===== config.mk =====
export PLATFORM = sky130hd
export DESIGN_NAME = reg_datapath
export DESIGN_NICKNAME = d
export VERILOG_FILES = /design/src/rtl/reg_datapath_pkg.sv /design/src/rtl/reg_datapath_alu4.sv /design/src/rtl/reg_datapath.sv
export SDC_FILE = /design/constraint.sdc
export NUM_CORES = 1
export LEC_CHECK = 0
export ABC_CLOCK_PERIOD_IN_PS = 5900
export CAP_MARGIN = 20
export CORE_UTILIZATION = 51
export CTS_CLUSTER_SIZE = 8
export DETAILED_ROUTE_END_ITERATION = 8
export HOLD_SLACK_MARGIN = 0.03
export MAX_ROUTING_LAYER = met4
export PLACE_DENSITY = 0.81
export SLEW_MARGIN = 40
export SYNTH_ARGS = -nofsm -noshare
export SYNTH_HDL_FRONTEND = slang
export SYNTH_SLANG_ARGS = --single-unit

===== constraint.sdc =====
create_clock -name clk -period 5.9 [get_ports clk]
set_input_delay 1.18 -clock clk [delete_from_list [all_inputs] [get_ports clk]]
set_output_delay 1.18 -clock clk [all_outputs]
set_load 0.02 [all_outputs]

===== src/rtl/reg_datapath_pkg.sv =====
// Shared encodings for the register datapath and the sequencing controller that drives it.
// ALU op-codes, source-bus selects and register write masks.
package reg_datapath_pkg;

    localparam logic [1:0] ALU_ADD = 2'b00;
    localparam logic [1:0] ALU_XOR = 2'b01;
    localparam logic [1:0] ALU_OR  = 2'b10;
    localparam logic [1:0] ALU_NOT = 2'b11;

    localparam logic [1:0] SEL_ZERO   = 2'b00;
    localparam logic [1:0] SEL_SW     = 2'b01;
    localparam logic [1:0] SEL_R3     = 2'b10;
    localparam logic [1:0] SEL_CUSTOM = 2'b11;

    localparam logic [2:0] WR_R1  = 3'b001;
    localparam logic [2:0] WR_R2  = 3'b010;
    localparam logic [2:0] WR_R3  = 3'b100;
    localparam logic [2:0] WR_ALL = 3'b111;

endpackage


===== src/rtl/reg_datapath_alu4.sv =====
// Combinational ALU: add (with carry-out), xor, or, and not-a.
// Carry-out is only meaningful for add and is forced low otherwise.
module alu4
    import reg_datapath_pkg::*;
#(
    parameter int WIDTH = 4
) (
    input  logic [WIDTH-1:0] a,
    input  logic [WIDTH-1:0] b,
    input  logic [1:0]       op,
    output logic [WIDTH-1:0] y,
    output logic             cout
);

    logic [WIDTH:0] sum;

    assign sum = {1'b0, a} + {1'b0, b};

    always_comb begin
        // NOTE: defaults come first so every path assigns y and cout; no latch can be inferred.
        y    = sum[WIDTH-1:0];
        cout = 1'b0;
        case (op)
            ALU_ADD: cout = sum[WIDTH];
            ALU_XOR: y    = a ^ b;
            ALU_OR:  y    = a | b;
            ALU_NOT: y    = ~a;
            default: ;
        endcase
    end

endmodule


===== src/rtl/reg_datapath.sv =====
// Three-register datapath: source mux feeds R1/R2, the ALU feeds R3, one transfer per clock.
// Also holds the switch synchronizer, registered ALU flags and a saturating write counter.
module reg_datapath
    import reg_datapath_pkg::*;
#(
    parameter int WIDTH = 4,
    parameter int CNT_W = 8
) (
    input  logic             clk,
    input  logic             reset,
    input  logic [WIDTH-1:0] sw,
    input  logic [2:0]       wr_reg,
    input  logic [1:0]       data_path_select,
    input  logic [WIDTH-1:0] data_path_custom,
    input  logic [1:0]       alu_op_code,
    output logic [WIDTH-1:0] r1,
    output logic [WIDTH-1:0] r2,
    output logic [WIDTH-1:0] r3,
    output logic [WIDTH-1:0] alu_out,
    output logic             carry,
    output logic             zero,
    output logic [CNT_W-1:0] wr_count
);

    logic [WIDTH-1:0] s1_q, s2_q;
    logic [WIDTH-1:0] r1_q, r1_d, r2_q, r2_d, r3_q, r3_d;
    logic             carry_q, carry_d, zero_q, zero_d;
    logic [CNT_W-1:0] cnt_q, cnt_d;
    logic [WIDTH-1:0] bus;
    logic [WIDTH-1:0] alu_y;
    logic             alu_cout;

    alu4 #(.WIDTH(WIDTH)) u_alu (
        .a    (r1_q),
        .b    (r2_q),
        .op   (alu_op_code),
        .y    (alu_y),
        .cout (alu_cout)
    );

    always_comb begin
        bus = '0;
        case (data_path_select)
            SEL_ZERO:   bus = '0;
            SEL_SW:     bus = s2_q;
            SEL_R3:     bus = r3_q;
            SEL_CUSTOM: bus = data_path_custom;
            default:    bus = '0;
        endcase
    end

    // R3 only ever loads from the ALU; the flags follow R3 writes and hold otherwise.
    always_comb begin
        r1_d    = r1_q;
        r2_d    = r2_q;
        r3_d    = r3_q;
        carry_d = carry_q;
        zero_d  = zero_q;
        cnt_d   = cnt_q;
        if (|(wr_reg & WR_R1)) r1_d = bus;
        if (|(wr_reg & WR_R2)) r2_d = bus;
        if (|(wr_reg & WR_R3)) begin
            r3_d    = alu_y;
            carry_d = alu_cout;
            zero_d  = (alu_y == '0);
        end
        if ((wr_reg != 3'b000) && (cnt_q != {CNT_W{1'b1}})) cnt_d = cnt_q + 1'b1;
    end

    always_ff @(posedge clk) begin
        if (reset) begin
            s1_q    <= '0;
            s2_q    <= '0;
            r1_q    <= '0;
            r2_q    <= '0;
            r3_q    <= '0;
            carry_q <= 1'b0;
            zero_q  <= 1'b0;
            cnt_q   <= '0;
        end else begin
            // NOTE: non-blocking assignments so every register samples pre-edge values in parallel.
            s1_q    <= sw;
            s2_q    <= s1_q;
            r1_q    <= r1_d;
            r2_q    <= r2_d;
            r3_q    <= r3_d;
            carry_q <= carry_d;
            zero_q  <= zero_d;
            cnt_q   <= cnt_d;
        end
    end

    assign r1       = r1_q;
    assign r2       = r2_q;
    assign r3       = r3_q;
    assign alu_out  = alu_y;
    assign carry    = carry_q;
    assign zero     = zero_q;
    assign wr_count = cnt_q;

endmodule


==> results of run 1 <==
layer usage:
layer	routed length [um]	track usage	part of all wire
met1	1550	0.289	0.47
met2	1550	0.345	0.47
met3	170	0.0806	0.052
met4	29	0.0906	0.0088
met5	0	-	0
final timing paths:
check	start	to
max reg2reg	r1[0]$_SDFFE_PP0P_	zero$_SDFFE_PP0P_
max	alu_op_code[0]	alu_out[3]
min reg2reg	s1_q[3]$_SDFF_PP0_	s2_q[3]$_SDFF_PP0_
min	s1_q[3]$_SDFF_PP0_	s2_q[3]$_SDFF_PP0_
flip-flops by register name, summed over array words and instances, names as in the netlist:
signal,cells
carry,1
r2,4
s1_q,4
r1,4
wr_count,8
r3,4
zero,1
s2_q,4
power breakdown:
group          switching (uW)  total [uW]  internal, uW
Sequential               9.94         223           214
Clock                    65.9         124          57.7
Combinational            54.3         107          52.9
worst max-delay path, cell delays in order:
cell                              delay [ns]
sky130_fd_sc_hd__clkdlybuf4s50_1        0.68
sky130_fd_sc_hd__mux2_2                 0.39
sky130_fd_sc_hd__nand2_1                0.07
sky130_fd_sc_hd__o31a_1                 0.23
sky130_fd_sc_hd__clkdlybuf4s50_1        0.64
layout make-up:
cell class / count / share of cell area
multi-input combinational: 110 / 0.417
sequential: 30 / 0.300
timing repair buffer: 42 / 0.208
clock buffer: 7 / 0.0275
inverter: 14 / 0.0263
tap: 31 / 0.0194
clock inverter: 1 / 0.00250
synth_stat cells:
cell type	number
sky130_fd_sc_hd__a22oi_1	4
sky130_fd_sc_hd__dfxtp_1	30
sky130_fd_sc_hd__o31ai_1	1
sky130_fd_sc_hd__nand4_1	1
sky130_fd_sc_hd__ha_1	9
sky130_fd_sc_hd__and2_1	1
sky130_fd_sc_hd__nand3b_1	1
sky130_fd_sc_hd__o211ai_1	1
sky130_fd_sc_hd__buf_6	1
sky130_fd_sc_hd__o311ai_2	1
sky130_fd_sc_hd__o2111ai_1	1
sky130_fd_sc_hd__mux2_2	5
sky130_fd_sc_hd__buf_2	1
sky130_fd_sc_hd__or4_1	1
sky130_fd_sc_hd__mux2i_1	5
sky130_fd_sc_hd__nand2_1	8
sky130_fd_sc_hd__and2b_1	1
sky130_fd_sc_hd__inv_1	14
sky130_fd_sc_hd__or2_0	1
sky130_fd_sc_hd__fa_1	1
sky130_fd_sc_hd__o31a_1	2
sky130_fd_sc_hd__o21ai_0	2
sky130_fd_sc_hd__a211oi_2	1
sky130_fd_sc_hd__a221oi_1	1
sky130_fd_sc_hd__nor2b_1	10
sky130_fd_sc_hd__o41ai_2	1
sky130_fd_sc_hd__xor2_1	3
sky130_fd_sc_hd__a211oi_1	11
sky130_fd_sc_hd__nand3_1	2
sky130_fd_sc_hd__buf_4	2
sky130_fd_sc_hd__nor4_1	2
sky130_fd_sc_hd__mux4_1	1
sky130_fd_sc_hd__nand2b_1	1
sky130_fd_sc_hd__o31ai_4	1
sky130_fd_sc_hd__or3_4	1
sky130_fd_sc_hd__a21oi_1	4
sky130_fd_sc_hd__clkbuf_1	4
sky130_fd_sc_hd__or3_1	2
sky130_fd_sc_hd__nor2_1	20
sky130_fd_sc_hd__o21a_1	2
sky130_fd_sc_hd__and3_1	1
kinds of logic (layout without fill, tap and decap cells):
| kind of cell | count (synthesis) | count (layout) | share of synthesized area |
|---|---|---|---|
| compound gates | 33 | 33 | 0.179 |
| xor+xnor | 3 | 3 | 0.0171 |
| fa+ha+maj | 10 | 10 | 0.0865 |
| buf+inv | 22 | 64 | 0.0645 |
| flops | 30 | 30 | 0.392 |
| mux | 11 | 11 | 0.0865 |
| simple gates | 53 | 53 | 0.175 |
through the flow:
step	std cells	total power, uW	cell area, sq um
final	235	454	2000
after floorplan	162	289	1530
after global routing	235	479	2000
after CTS	235	459	2000
after detailed placement	227	335	1940
after global placement	227	332	1950
==> run_summary.xml, run 1 <==
<?xml version="1.0" encoding="UTF-8"?>
<metrics>
  <group name="global_route">
    <metric name="grt_use_total" unit="">0.232</metric>
    <metric name="grt_pass1_wl" unit="um">5500</metric>
    <metric name="antenna_found_initial" unit="">0</metric>
    <metric name="first_global_vias" unit="">1181</metric>
    <metric name="grt_max_degree" unit="">32</metric>
    <metric name="grt_overflow_total" unit="">0</metric>
  </group>
  <group name="sta">
    <metric name="max_freq" unit="MHz">228</metric>
    <metric name="final_hold_viol_count" unit="">0</metric>
    <metric name="period_needed" unit="ns">4.38</metric>
    <metric name="postLayoutSetupSlackWorst" unit="ns">1.52</metric>
    <metric name="finalSetupViolations" unit="">0</metric>
    <metric name="slew-limit-headroom" unit="">0.622</metric>
    <metric name="whs" unit="ns">0.442</metric>
    <metric name="setup-tns-final" unit="ns">0</metric>
    <metric name="slew_violations" unit="">0</metric>
    <metric name="rsz0062_at_grt" unit="">false</metric>
    <metric name="finalClockSkew" unit="ns">0.00865</metric>
    <metric name="timing_worst_slew_pin_value" unit="ns">0.567</metric>
    <metric name="finalCritPeriodShare" unit="">0.742</metric>
  </group>
  <group name="yosys">
    <metric name="synthesis.instances" unit="">162</metric>
    <metric name="synth_sequential_area_ratio" unit="">0.392</metric>
    <metric name="yosysUniqueCellTypes" unit="">41</metric>
    <metric name="syn_avg_cell_area" unit="sq um">9.46</metric>
    <metric name="netlist_area" unit="sq um">1530</metric>
    <metric name="yosysWarningCount" unit="">0</metric>
    <metric name="synth_nets" unit="">189</metric>
    <metric name="synth_seq_cells" unit="">30</metric>
    <metric name="synth_top_area_cell" unit="">sky130_fd_sc_hd__dfxtp_1</metric>
    <metric name="yosys-top-cells-area" unit="">sky130_fd_sc_hd__dfxtp_1 39%, sky130_fd_sc_hd__ha_1 7.3%, sky130_fd_sc_hd__a211oi_1 5.4%</metric>
    <metric name="yosys.area.top_type_share" unit="">0.392</metric>
  </group>
  <group name="run_status">
    <metric name="run_status" unit="">finished with violations</metric>
    <metric name="failing_checks" unit="">design-rule violations</metric>
  </group>
  <group name="drt">
    <metric name="drt_iter0_markers" unit="">47</metric>
    <metric name="antenna_violating_nets_post_route" unit="">0</metric>
    <metric name="post_drt_wl_per_cell" unit="um">14.0</metric>
    <metric name="routed_wirelength" unit="um">3290</metric>
    <metric name="vias_per_cell" unit="">5.57</metric>
    <metric name="drc" unit="">7</metric>
    <metric name="vias" unit="">1308</metric>
    <metric name="1st_pass_router_iterations" unit="">6</metric>
  </group>
  <group name="final_layout">
    <metric name="multi_input_area" unit="sq um">833</metric>
    <metric name="total_of_fill_cells_in_the_finished_design" unit="">228</metric>
    <metric name="most-common-layout-cells" unit="">41 x sky130_fd_sc_hd__clkdlybuf4s50_1, 30 x sky130_fd_sc_hd__dfxtp_1, 20 x sky130_fd_sc_hd__nor2_1</metric>
    <metric name="area_delta_synth_final" unit="%">30.5</metric>
    <metric name="layout-drive-gt1-share" unit="">0.0882</metric>
    <metric name="fin_nets" unit="">230</metric>
    <metric name="regArea" unit="sq um">601</metric>
    <metric name="mostFrequentLayoutCell" unit="">sky130_fd_sc_hd__clkdlybuf4s50_1</metric>
    <metric name="antenna_cells" unit="">0</metric>
    <metric name="finish.utilization" unit="">0.713</metric>
  </group>
  <group name="run">
    <metric name="max_cap_violations" unit="">0</metric>
  </group>
  <group name="die">
    <metric name="core_region_area" unit="sq um">2810</metric>
    <metric name="fp.dieArea" unit="sq um">3230</metric>
    <metric name="initial_utilization" unit="">0.546</metric>
    <metric name="std_cell_rows" unit="">19</metric>
    <metric name="die_width" unit="um">56.8</metric>
    <metric name="num_io_pins" unit="">43</metric>
    <metric name="die_h" unit="um">56.8</metric>
  </group>
  <group name="critical_path">
    <metric name="worst_ep_required_time" unit="ns">4.72</metric>
    <metric name="worstPathArrival" unit="ns">3.20</metric>
    <metric name="worst_case_reg_to_reg_path_depth" unit="">7</metric>
    <metric name="critPathMaxFanout" unit="">9</metric>
    <metric name="critical_path.startpoint_type" unit="">input pin</metric>
    <metric name="rrSetupSlack" unit="ns">3.66</metric>
    <metric name="crit_path_capture_type" unit="">primary output</metric>
    <metric name="path_class" unit="">input pin to primary output</metric>
  </group>
  <group name="clocking">
    <metric name="worstSkewPairLatency" unit="ns">0.32</metric>
    <metric name="ctsHoldBuffers" unit="">0</metric>
    <metric name="path_clk_slew" unit="ns">0.08</metric>
    <metric name="cts_tree" unit="">yes</metric>
    <metric name="cts.htree.levels" unit="">2</metric>
    <metric name="cts_sinks" unit="">30</metric>
    <metric name="cts_repair_resize_count" unit="">0</metric>
    <metric name="post_cts.repair.setup_buffers" unit="">0</metric>
    <metric name="tritoncts.num_buffers" unit="">5</metric>
    <metric name="cts_root_buf" unit="">sky130_fd_sc_hd__clkbuf_4</metric>
    <metric name="cts_max_path_buffers" unit="">2</metric>
  </group>
  <group name="placed_design">
    <metric name="placement.io_buffers" unit="">42</metric>
    <metric name="dpl_worst_slack" unit="ns">1.53</metric>
    <metric name="gp_congestion" unit="">0.887</metric>
    <metric name="place_hpwl" unit="um">2490</metric>
  </group>
  <group name="power_and_ir_drop">
    <metric name="p_leak" unit="uW">0.000775</metric>
    <metric name="pwr_density_cell" unit="nW/um^2">227</metric>
    <metric name="vdd_ir_drop_max" unit="mV">0.149</metric>
  </group>
  <group name="hold_path">
    <metric name="worstHoldPathType" unit="">flop to flop</metric>
    <metric name="hold_path_depth" unit="">1</metric>
  </group>
</metrics>
Power figures use the tool's default switching activity.
==> run 2: changes to the inputs <==
--- a/config.mk
+++ b/config.mk
@@ -5,14 +5,14 @@
 export SDC_FILE = /design/constraint.sdc
 export NUM_CORES = 1
 export LEC_CHECK = 0
-export ABC_CLOCK_PERIOD_IN_PS = 5900
+export ABC_CLOCK_PERIOD_IN_PS = 4500
 export CAP_MARGIN = 20
-export CORE_UTILIZATION = 51
+export CORE_UTILIZATION = 47
 export CTS_CLUSTER_SIZE = 8
 export DETAILED_ROUTE_END_ITERATION = 8
 export HOLD_SLACK_MARGIN = 0.03
 export MAX_ROUTING_LAYER = met4
-export PLACE_DENSITY = 0.81
+export PLACE_DENSITY = 0.76
 export SLEW_MARGIN = 40
 export SYNTH_ARGS = -nofsm -noshare
 export SYNTH_HDL_FRONTEND = slang
==> constraint.sdc (replaced) <==
create_clock -name clk -period 4.5 [get_ports clk]
set_input_delay 0.9 -clock clk [delete_from_list [all_inputs] [get_ports clk]]
set_output_delay 0.9 -clock clk [all_outputs]
set_load 0.02 [all_outputs]
==> run 2 against run 1 <==
  * The run now ends clean
  * Global-route usage fell by 1.7 points
  * Non-clock buffer count unchanged
  * Power is 32% higher
  * Final area is 0.81% higher
  * Critical path type unchanged
  * Highest routed layer unchanged
==> run_summary.xml, run 2 (synthesis results as in run 1) <==
<?xml version="1.0" encoding="UTF-8"?>
<metrics>
  <group name="clocking">
    <metric name="ctsHoldBuffers" unit="">0</metric>
    <metric name="cts_root_buf" unit="">sky130_fd_sc_hd__clkbuf_4</metric>
    <metric name="cts_tree" unit="">yes</metric>
    <metric name="path_clk_slew" unit="ns">0.09</metric>
    <metric name="cts_max_path_buffers" unit="">2</metric>
    <metric name="worstSkewPairLatency" unit="ns">0.33</metric>
    <metric name="cts_sinks" unit="">30</metric>
    <metric name="cts_repair_resize_count" unit="">0</metric>
    <metric name="tritoncts.num_buffers" unit="">5</metric>
    <metric name="cts.htree.levels" unit="">2</metric>
    <metric name="post_cts.repair.setup_buffers" unit="">0</metric>
  </group>
  <group name="placed_design">
    <metric name="placement.io_buffers" unit="">42</metric>
    <metric name="gp_congestion" unit="">0.919</metric>
    <metric name="place_hpwl" unit="um">2540</metric>
    <metric name="number_of_cells_after_detailed_placement" unit="">240</metric>
  </group>
  <group name="sta">
    <metric name="period_needed" unit="ns">3.76</metric>
    <metric name="finalSetupViolations" unit="">0</metric>
    <metric name="rsz0062_at_grt" unit="">false</metric>
    <metric name="finalClockSkew" unit="ns">0.0117</metric>
    <metric name="setup-tns-final" unit="ns">0</metric>
    <metric name="timing_worst_slew_pin_value" unit="ns">0.578</metric>
    <metric name="slew-limit-headroom" unit="">0.615</metric>
    <metric name="slew_violations" unit="">0</metric>
    <metric name="max_freq" unit="MHz">266</metric>
    <metric name="finalCritPeriodShare" unit="">0.835</metric>
    <metric name="whs" unit="ns">0.441</metric>
    <metric name="final_hold_viol_count" unit="">0</metric>
  </group>
  <group name="drt">
    <metric name="antenna_violating_nets_post_route" unit="">0</metric>
    <metric name="1st_pass_router_iterations" unit="">4</metric>
    <metric name="vias_per_cell" unit="">5.30</metric>
    <metric name="post_drt_wl_per_cell" unit="um">13.5</metric>
    <metric name="drc" unit="">0</metric>
    <metric name="vias" unit="">1315</metric>
    <metric name="routed_wirelength" unit="um">3340</metric>
    <metric name="drt_iter0_markers" unit="">46</metric>
  </group>
  <group name="final_layout">
    <metric name="area_delta_synth_final" unit="%">31.6</metric>
    <metric name="stdcell_count" unit="">248</metric>
    <metric name="mostFrequentLayoutCell" unit="">sky130_fd_sc_hd__clkdlybuf4s50_1</metric>
    <metric name="most-common-layout-cells" unit="">41 x sky130_fd_sc_hd__clkdlybuf4s50_1, 30 x sky130_fd_sc_hd__dfxtp_1, 20 x sky130_fd_sc_hd__nor2_1</metric>
    <metric name="finish.utilization" unit="">0.655</metric>
    <metric name="largest_register_ffs" unit="">8</metric>
    <metric name="layout-drive-gt1-share" unit="">0.0882</metric>
    <metric name="antenna_cells" unit="">0</metric>
    <metric name="fin_nets" unit="">230</metric>
  </group>
  <group name="global_route">
    <metric name="grt_max_degree" unit="">32</metric>
    <metric name="grt_use_total" unit="">0.216</metric>
    <metric name="grt_pass1_wl" unit="um">5290</metric>
    <metric name="grt_overflow_total" unit="">0</metric>
    <metric name="first_global_vias" unit="">1172</metric>
    <metric name="antenna_found_initial" unit="">0</metric>
  </group>
  <group name="die">
    <metric name="die_width" unit="um">59.1</metric>
    <metric name="die_h" unit="um">59.1</metric>
    <metric name="initial_utilization" unit="">0.498</metric>
    <metric name="core_region_area" unit="sq um">3080</metric>
    <metric name="fp.dieArea" unit="sq um">3490</metric>
    <metric name="num_io_pins" unit="">43</metric>
    <metric name="std_cell_rows" unit="">20</metric>
  </group>
  <group name="run">
    <metric name="max_cap_violations" unit="">0</metric>
  </group>
  <group name="power_and_ir_drop">
    <metric name="p_int" unit="uW">425</metric>
    <metric name="vdd_ir_drop_max" unit="mV">0.194</metric>
    <metric name="pwr_density_cell" unit="nW/um^2">297</metric>
    <metric name="total_power" unit="uW">600</metric>
    <metric name="power.share.sequential" unit="">0.487</metric>
    <metric name="power_switching_share" unit="">0.291</metric>
    <metric name="p_leak" unit="uW">0.000775</metric>
    <metric name="switching_power" unit="uW">175</metric>
    <metric name="combPwrFrac" unit="">0.234</metric>
    <metric name="clock_power_share" unit="">0.278</metric>
  </group>
  <group name="critical_path">
    <metric name="worst_ep_required_time" unit="ns">3.60</metric>
    <metric name="crit_path_capture_type" unit="">primary output</metric>
    <metric name="critical_path.startpoint_type" unit="">input pin</metric>
    <metric name="critPathMaxFanout" unit="">9</metric>
    <metric name="worstPathArrival" unit="ns">2.86</metric>
    <metric name="reg2reg_from" unit="">r1[0]$_SDFFE_PP0P_</metric>
    <metric name="setup.worst_path.end" unit="">alu_out[3]</metric>
    <metric name="path_class" unit="">input pin to primary output</metric>
    <metric name="worst_case_reg_to_reg_path_depth" unit="">7</metric>
    <metric name="timing.critical_path.from" unit="">alu_op_code[0]</metric>
    <metric name="rr_endpoint" unit="">zero$_SDFFE_PP0P_</metric>
    <metric name="rrSetupSlack" unit="ns">2.30</metric>
  </group>
  <group name="run_status">
    <metric name="run_status" unit="">completed</metric>
  </group>
  <group name="hold_path">
    <metric name="worstHoldPathType" unit="">flop to flop</metric>
  </group>
</metrics>
run 2: cell counts in the layout (fill, tap and decap cells not counted):
No cell type changed its count.
run 2: through the flow:
stage / setup slack (ns) / instance area (sq um)
final: 0.743 / 2020
after global routing: 0.695 / 2020
after CTS: 0.744 / 2020
after detailed placement: 0.741 / 1960
after global placement: 0.783 / 1960
after floorplan: 1.71 / 1530
run 2: how the worst min path moves through the flow:
stage,slack (ns),start,end,depth (start not counted)
final,0.44,s1_q[0]$_SDFF_PP0_,s2_q[0]$_SDFF_PP0_,1
after global routing,0.46,s1_q[1]$_SDFF_PP0_,s2_q[1]$_SDFF_PP0_,1
after CTS,0.44,s1_q[0]$_SDFF_PP0_,s2_q[0]$_SDFF_PP0_,1
after detailed placement,0.42,s1_q[0]$_SDFF_PP0_,s2_q[0]$_SDFF_PP0_,1
after global placement,0.42,s1_q[1]$_SDFF_PP0_,s2_q[1]$_SDFF_PP0_,1
after floorplan,0.41,s1_q[0]$_SDFF_PP0_,s2_q[0]$_SDFF_PP0_,1
run 2: layout make-up:
| cell class | instances | area, sq um |
|---|---|---|
| clock buffers | 7 | 55.1 |
| clock inverters | 1 | 5.00 |
| fillers | 257 | 1060 |
| inverters | 14 | 52.6 |
| multi-input cells | 110 | 833 |
| flip-flops and latches | 30 | 601 |
| well taps | 44 | 55.1 |
| repair buffers | 42 | 415 |
run 2: worst max-delay path: stages:
cell,delay (ns)
sky130_fd_sc_hd__clkdlybuf4s50_1,0.66
sky130_fd_sc_hd__mux2_2,0.37
sky130_fd_sc_hd__nand2_1,0.07
sky130_fd_sc_hd__o31a_1,0.22
sky130_fd_sc_hd__clkdlybuf4s50_1,0.63
run 2: power by group through the flow:
stage | combinational, uW | sequential [uW] | clock (uW)
final | 141 | 292 | 167
after global routing | 153 | 295 | 184
after CTS | 141 | 292 | 170
after detailed placement | 141 | 298 | 0
after global placement | 137 | 298 | 0
after floorplan | 69.2 | 310 | 0
run 2: metal layers:
metal  share of wire  global-route usage  vias up  routed length [um]
li1                -                   -      648                   -
met1            0.46               0.265      624                1530
met2            0.49               0.333       35                1630
met3           0.040              0.0677        8                 133
met4           0.014              0.0782        0                  46
met5               0                   -        -                   0
==> edit (flow settings as in run 2) <==
Reset style: asynchronous (`reset`), changed in one clocked block.
--- a/src/rtl/reg_datapath.sv
+++ b/src/rtl/reg_datapath.sv
@@ -67,7 +67,7 @@
         if ((wr_reg != 3'b000) && (cnt_q != {CNT_W{1'b1}})) cnt_d = cnt_q + 1'b1;
     end
 
-    always_ff @(posedge clk) begin
+    always_ff @(posedge clk or posedge reset) begin
         if (reset) begin
             s1_q    <= '0;
             s2_q    <= '0;
Function: differs if reset is asserted again (counterexample within 4 cycles, from zero or initial values and one cycle with reset high); with reset held inactive, the same outputs for 10 cycles.
==> edit against run 2 <==
Count of clock-buffer cells in the layout decreased by 2. Critical path depth decreased by 1. Design area increased by 0.50%. Area after synthesis decreased by 2.2%. Hold slack got worse by 0.085 ns. Fmax about the same. Routed wire length decreased by 11%. Setup slack got worse by 0.0025 ns. Sequential cell count unchanged.
Power is not compared: it rests on default switching activity, and its combinational part moved more than twofold at a synthesized area within 25%.
==> edit: results (changes against run 2) <==
Static Leak - 0.903 nW
synth unique cells - 30 (was 41)
Synth Area in XOR/XNOR - 0.0467 (was 0.0171)
Mapped Nets - 162 (was 189)
RR Endpoint - zero$_DFFE_PP0P_ (was zero$_SDFFE_PP0P_)
asr flop ratio synth - 1.00 (was 0)
mux share of post-synthesis cell area - 0.0977 (was 0.0865)
Synth Instances - 135 (was 162)
Placer Congestion - 0.835 (was 0.919)
FF-to-FF setup slack - 2.47 ns (was 2.30 ns)
initial drt markers - 41 (was 46)
skew final - 0.0121 ns (was 0.0117 ns)
crit path from - alu_op_code[1] (was alu_op_code[0])
dpl cells - 216 (was 240)
Max FO, Critical Path - 8 (was 9)
drt wl/cell - 13.2 um (was 13.5 um)
DR vias - 1132 (was 1315)
R2R cell count - 6 (was 7)
Post-synth top cells - dfrtp_1 (30), inv_1 (15), nor2_1 (15) (was dfxtp_1 (30), nor2_1 (20), inv_1 (14))
RR Startpoint - r1[1]$_DFFE_PP0P_ (was r1[0]$_SDFFE_PP0P_)
Slew HR - 0.593 (was 0.615)
crit path to - alu_out[1] (was alu_out[3])
Post-DP HPWL - 2.23 mm (was 2.54 mm)
fin nets - 206 (was 230)
Post-Synth Adder-Cell Area - 0.0885 (was 0.0865)
global-route wire length before repair - 4.80 mm (was 5.29 mm)
clk root buf - clkbuf_4 (unchanged)
Seq/Total Area, Yosys - 0.501 (was 0.392)
Total Wirelength - 2.96 mm (was 3.34 mm)
layout cells sized above 1 - 0.111 (was 0.0882)
status - complete, no violations (unchanged)
[edit: cell types whose count changed in the layout (fill, tap and decap cells not counted), moves of 3 or more]
cell	run 2	this run
dfrtp_1	0	30
dfxtp_1	30	0
a211oi_1	11	1
nor2b_1	10	2
a21oi_1	4	10
nor2_1	20	15
nand2_1	8	4
mux2_2	5	8
nor3_1	0	3
xor2_1	3	6
[edit: power by group]
| group | internal, mW | switching [mW] | total (mW) |
|---|---|---|---|
| Combinational | 0.197 | 0.195 | 0.391 |
| Clock | 0.117 | 0.0961 | 0.213 |
| Sequential | 0.326 | 0.0671 | 0.394 |
[edit: metrics by stage]
step           hold slack (ns)  setup WS (ns)
6_report                 0.356          0.741
4_1_cts                  0.359          0.750
3_3_place_gp             0.334          0.761
5_1_grt                  0.363          0.671
3_5_place_dp             0.335          0.756
2_1_floorplan            0.331           1.74
[edit: worst min path at each step]
stage	from	endpoint	cells after the start
after detailed placement	s1_q[3]$_DFF_PP0_	s2_q[3]$_DFF_PP0_	0
after CTS	s1_q[3]$_DFF_PP0_	s2_q[3]$_DFF_PP0_	0
after floorplan	s1_q[0]$_DFF_PP0_	s2_q[0]$_DFF_PP0_	0
final	s1_q[3]$_DFF_PP0_	s2_q[3]$_DFF_PP0_	0
after global placement	s1_q[1]$_DFF_PP0_	s2_q[1]$_DFF_PP0_	0
after global routing	s1_q[3]$_DFF_PP0_	s2_q[3]$_DFF_PP0_	0
[edit: critical path: stages]
cell	delay [ns]
clkdlybuf4s50_1	0.64
mux4_1	0.62
inv_1	0.10
clkdlybuf4s50_1	0.60
[edit: kinds of logic after synthesis]
kind of cell               count (synthesis)
and+or+nand+nor                           31
DFF                                       30
AOI/OAI and AO/OA                         24
buffers and inverters                     20
muxes                                     12
adders and majority gates                 10
xor gates and xnor gates                   8
[edit: area by class of cell]
cell class | count | area [um^2]
fillers | 246 | 1000
well taps | 44 | 55.1
repair buffers | 42 | 420
multi-input cells | 85 | 662
flip-flops and latches | 30 | 751
inverters | 15 | 56.3
clock inverters | 3 | 45.0
clock buffers | 5 | 37.5
[edit: metal layers]
layer | part of all wire | track usage
met1 | 0.45 | 0.234
met5 | 0 | -
met2 | 0.50 | 0.327
met3 | 0.040 | 0.0396
met4 | 0.0084 | 0.0612
